[config.mk]
export PLATFORM = sky130hd
export DESIGN_NAME = instr_fetch_ctrl
export DESIGN_NICKNAME = d
export VERILOG_FILES = /design/src/rtl/instr_fetch_ctrl.sv
export SDC_FILE = /design/constraint.sdc
export NUM_CORES = 1
export LEC_CHECK = 0
export CORE_MARGIN = 2
export CORE_UTILIZATION = 35
export DETAILED_ROUTE_END_ITERATION = 6
export PLACE_DENSITY_LB_ADDON = 0.08
export SLEW_MARGIN = 30
export SYNTH_ARGS = -nofsm -noshare
export SYNTH_HDL_FRONTEND = slang
export SYNTH_SLANG_ARGS = --single-unit
[constraint.sdc]
create_clock -name clk -period 4.1 [get_ports clk]
set_clock_uncertainty 0.05 [all_clocks]
set_input_delay 0.615 -clock clk [delete_from_list [all_inputs] [get_ports clk]]
set_output_delay 0.615 -clock clk [all_outputs]
set_load 0.05 [all_outputs]
[src/rtl/instr_fetch_ctrl.sv]
// IF-stage sequencer: owns the PC, drives the byte-addressed imem and fills the IF/ID register.
// Handles stall, redirect, flush, illegal-address faults and counts issued instructions.
module instr_fetch_ctrl #(
  parameter logic [31:0] RESET_PC    = 32'h0000_0000,
  parameter int unsigned IMEM_BYTES  = 16384,
  parameter int unsigned BOOT_CYCLES = 1
) (
  input  logic        clk,
  input  logic        rst,
  output logic [31:0] imem_addr,
  input  logic [31:0] imem_data,
  input  logic        stall,
  input  logic        redirect_valid,
  input  logic [31:0] redirect_pc,
  input  logic        flush,
  output logic        if_valid,
  output logic [31:0] if_instr,
  output logic [31:0] if_pc,
  output logic [31:0] if_pc_plus4,
  output logic        fault,
  output logic [31:0] fault_pc,
  output logic [31:0] fetch_count
);

  typedef enum logic [1:0] {
    BOOT  = 2'd0,
    RUN   = 2'd1,
    FAULT = 2'd2
  } state_t;

  localparam int unsigned BOOT_W  = (BOOT_CYCLES > 1) ? $clog2(BOOT_CYCLES) : 1;
  localparam logic [31:0] LAST_PC = 32'(IMEM_BYTES - 4);

  state_t              state;
  logic [31:0]         pc;
  logic [BOOT_W-1:0]   boot_cnt;
  logic                pc_illegal;

  assign imem_addr  = pc;
  assign pc_illegal = (pc[1:0] != 2'b00) || (pc > LAST_PC);

  // NOTE: every register here is written with <= so all updates take effect together at the edge.
  always_ff @(posedge clk) begin
    if (rst) begin
      state       <= BOOT;
      pc          <= RESET_PC;
      boot_cnt    <= '0;
      if_valid    <= 1'b0;
      if_instr    <= '0;
      if_pc       <= '0;
      if_pc_plus4 <= '0;
      fault       <= 1'b0;
      fault_pc    <= '0;
      fetch_count <= '0;
    end else begin
      case (state)
        BOOT: begin
          if_valid <= 1'b0;
          if (redirect_valid) begin
            pc <= redirect_pc;
          end else if (boot_cnt == BOOT_W'(BOOT_CYCLES - 1)) begin
            state <= RUN;
          end else begin
            boot_cnt <= boot_cnt + 1'b1;
          end
        end

        RUN: begin
          if (redirect_valid) begin
            // Taken branch always costs a bubble, even under stall; IF/ID data is left as-is.
            pc       <= redirect_pc;
            if_valid <= 1'b0;
          end else if (pc_illegal) begin
            if (!stall) begin
              fault    <= 1'b1;
              fault_pc <= pc;
              if_valid <= 1'b0;
              state    <= FAULT;
            end
          end else if (stall) begin
            if (flush) if_valid <= 1'b0;
          end else begin
            if_instr    <= imem_data;
            if_pc       <= pc;
            if_pc_plus4 <= pc + 32'd4;
            if_valid    <= ~flush;
            pc          <= pc + 32'd4;
            if (!flush) fetch_count <= fetch_count + 32'd1;
          end
        end

        FAULT: begin
          // Fault flag is sticky until reset; only a redirect resumes fetching.
          if_valid <= 1'b0;
          if (redirect_valid) begin
            pc    <= redirect_pc;
            state <= RUN;
          end
        end

        default: state <= BOOT;
      endcase
    end
  end

endmodule

==> flow_metrics.env <==
export IMPL_cts_tree="built"
export IMPL_min_path_cells=2
export IMPL_status="complete, no violations"
export IMPL_die_w_um=152
export IMPL_grtUsageMet1=0.270
export IMPL_cts_resized=0
export IMPL_place_congestion=0.766
export IMPL_remaining_drc_errors=0
export IMPL_antenna_left=0
export IMPL_met3_usage=0.0707
export IMPL_fin_crit_sh=0.731
export IMPL_rsz0062_at_grt="no"
export IMPL_syn_num_nets=986
export IMPL_overflow=0
export IMPL_antenna_found_initial=0
export IMPL_yosysSeqAreaShare=0.508
export IMPL_hp_class="flop to flop"
export IMPL_synth_area_mm2=0.00764
export IMPL_grt_use_total=0.200
export IMPL_setup_violations_final=0
export IMPL_synth_edff_count=0
export IMPL_pin_count=263
export IMPL_drive_gt1_frac=0.0564
export IMPL_worstSetupEndpointType="flop"
export IMPL_wl_per_cell_um=16.4
export IMPL_critPathMaxFanout=18
export IMPL_vias=7171
export IMPL_fin_nets=1210
export IMPL_yosysWarnings=0
export IMPL_hpwl_um=16200
export IMPL_cp_depth=5
export IMPL_whs_ns=0.399
export IMPL_syn2layout_area_growth_pct=45.1
export IMPL_ys_seq_elements=194
export IMPL_drt_iter0_drc=413
export IMPL_final_common_cell="clkdlybuf4s50_1"
export IMPL_die_y_um=152
export IMPL_ys_types=57
export IMPL_initial_core_util=0.353
export IMPL_mostFrequentLayoutCells="261 x clkdlybuf4s50_1, 216 x nand2_1, 194 x dfxtp_1"
export IMPL_cts_buffer_depth=2
export IMPL_cp_top_family="simple AND/OR/NAND/NOR gates"
export IMPL_max_freq_ghz=0.334
export IMPL_maxCapViolCount=0
export IMPL_antennaDiodeCount=0
export IMPL_drt_total_wl_um=23500
export IMPL_grt_max_degree=71
export IMPL_core_area_mm2=0.0216
export IMPL_postSynthCellCount=915
export IMPL_synthArstFlopShare=0
export IMPL_crit_required_ns=4.42
export IMPL_p_leak_uw=0.00381
export IMPL_place_area_mm2=0.0105
export IMPL_synthFlopType="dfxtp_1"
export IMPL_port_buffers=262
export IMPL_arrival_ns=3.31
export IMPL_via_per_inst=5.01
export IMPL_postCtsSetupBuffers=0
export IMPL_slew_headroom=0.424
export IMPL_netlist_top_cells_area="dfxtp_1 51%, nand2_1 11%, a21oi_1 9.0%, and3_1 3.6%, clkbuf_1 2.8%"
export IMPL_stdcell_area_mm2=0.0111
export IMPL_grt_pass1_wl_um=36200
export IMPL_timing_critical_path_slowest_cell_delay_ns=0.85
export IMPL_grt_pass1_vias=6533
export IMPL_clk_pin_slew_ns=0.08
export IMPL_synth_top_cell_area_share=0.508
export IMPL_clock_latency_ns=0.45
export IMPL_post_route_min_period_ns=3.00
export IMPL_dieArea_mm2=0.0230
export IMPL_critPathBufInv=0
export IMPL_synth_area_leader_cell="dfxtp_1"
export IMPL_crit_slowest_cell="o41a_1"
export IMPL_finalHoldViolCount=0
export IMPL_htreeDepth=4
export IMPL_worst_setup_path_start_kind="flop"
export IMPL_cts_sinks=194
export IMPL_path_class="flop to flop"
export IMPL_grt_busiest_layer="met2"
export IMPL_post_synth_cell_area_avg_um2=8.35
export IMPL_path_cells="nor4_1 > nand3_1 > o41a_1 > or3_1 > a31oi_1"
export IMPL_rr_worst_depth=5
export IMPL_holdBufCountCts=0
export IMPL_power_density_mw_per_mm2=365
export IMPL_rows=54
export IMPL_fin_tns_setup_ns=0
export IMPL_tightestPinTransition_ns=0.856
export IMPL_vdd_ir_drop_max_v=0.000274
export IMPL_root_buffer="clkbuf_16"
export IMPL_cts_buffers=17
export IMPL_use_met2=0.306
export IMPL_slew_violations=0
export IMPL_first_pass_iters=5
flip-flops by register name, summed over array words and instances, names as in the netlist:
signal	count
if_pc	32
if_valid	1
state	2
imem_addr	32
fetch_count	32
fault_pc	32
if_pc_plus4	30
if_instr	32
fault	1
cell usage after synthesis, types with 4 or more instances:
| cell type | number |
|---|---|
| nand2_1 | 216 |
| nor2_1 | 33 |
| and3_1 | 44 |
| o21ai_1 | 8 |
| dfxtp_1 | 194 |
| nor2b_1 | 5 |
| nor4_1 | 8 |
| nand4_1 | 14 |
| buf_4 | 6 |
| buf_2 | 11 |
| and4_1 | 4 |
| nand2b_1 | 7 |
| xor2_1 | 5 |
| nand3_1 | 34 |
| a21oi_1 | 138 |
| a211oi_1 | 9 |
| clkbuf_1 | 56 |
| and2_1 | 5 |
| xnor2_1 | 11 |
| o31ai_1 | 19 |
| nor3_1 | 8 |
| or3_1 | 4 |
| or4_1 | 15 |
| o41ai_1 | 5 |
| inv_1 | 7 |
cell families (layout without fill, tap and decap cells):
kind of cell,after synthesis,count (layout),share of synthesized area
AOI/OAI and AO/OA,201,201,0.154
xor gates and xnor gates,16,16,0.0183
adders and majority gates,2,2,0.00327
buffers and inverters,82,319,0.0452
DFF,194,194,0.508
muxes,4,4,0.00573
and+or+nand+nor,416,416,0.265
per-stage QoR:
stage / worst slack, ns / instances / util / total power (uW)
floorplan: 1.67 / 915 / - / 2220
global placement: 0.887 / 1400 / 0.485 / 2400
detailed placement: 0.805 / 1400 / 0.485 / 2400
CTS: 1.08 / 1432 / 0.513 / 4100
global route: 0.871 / 1432 / 0.513 / 4200
finish: 1.10 / 1432 / 0.513 / 4050
layer usage:
layer	share of wire	wire length, um
met1	0.47	11100
met2	0.44	10300
met3	0.082	1920
met4	0.0096	226
met5	0	0
final cells by class:
type | count | area, um2
clock inverter | 15 | 183
multi-input combinational | 639 | 3440
tap | 280 | 350
fill | 2106 | 10500
sequential | 194 | 3880
inverter | 7 | 26.3
timing repair buffer | 280 | 2780
clock buffer | 17 | 425
tightest hold or removal path, stage by stage, from the launching register on:
cell and delay, ns:
dfxtp_1 0.31, nand2_1 0.05, a21oi_1 0.05
power breakdown:
part	leakage [uW]	internal (uW)	switching [uW]
logic	0.00195	154	245
clock network	0.000297	832	858
registers	0.00157	1910	50.1
worst paths after layout:
check / start / endpoint / slack (ns)
setup / recovery: imem_addr[17] / imem_addr[2] / 1.10
hold / removal: if_instr[10] / if_instr[10] / 0.40
setup reg to reg: imem_addr[17] / imem_addr[2] / 1.10
hold reg to reg: if_instr[10] / if_instr[10] / 0.40
No activity file was read; power rests on OpenSTA's default activity.
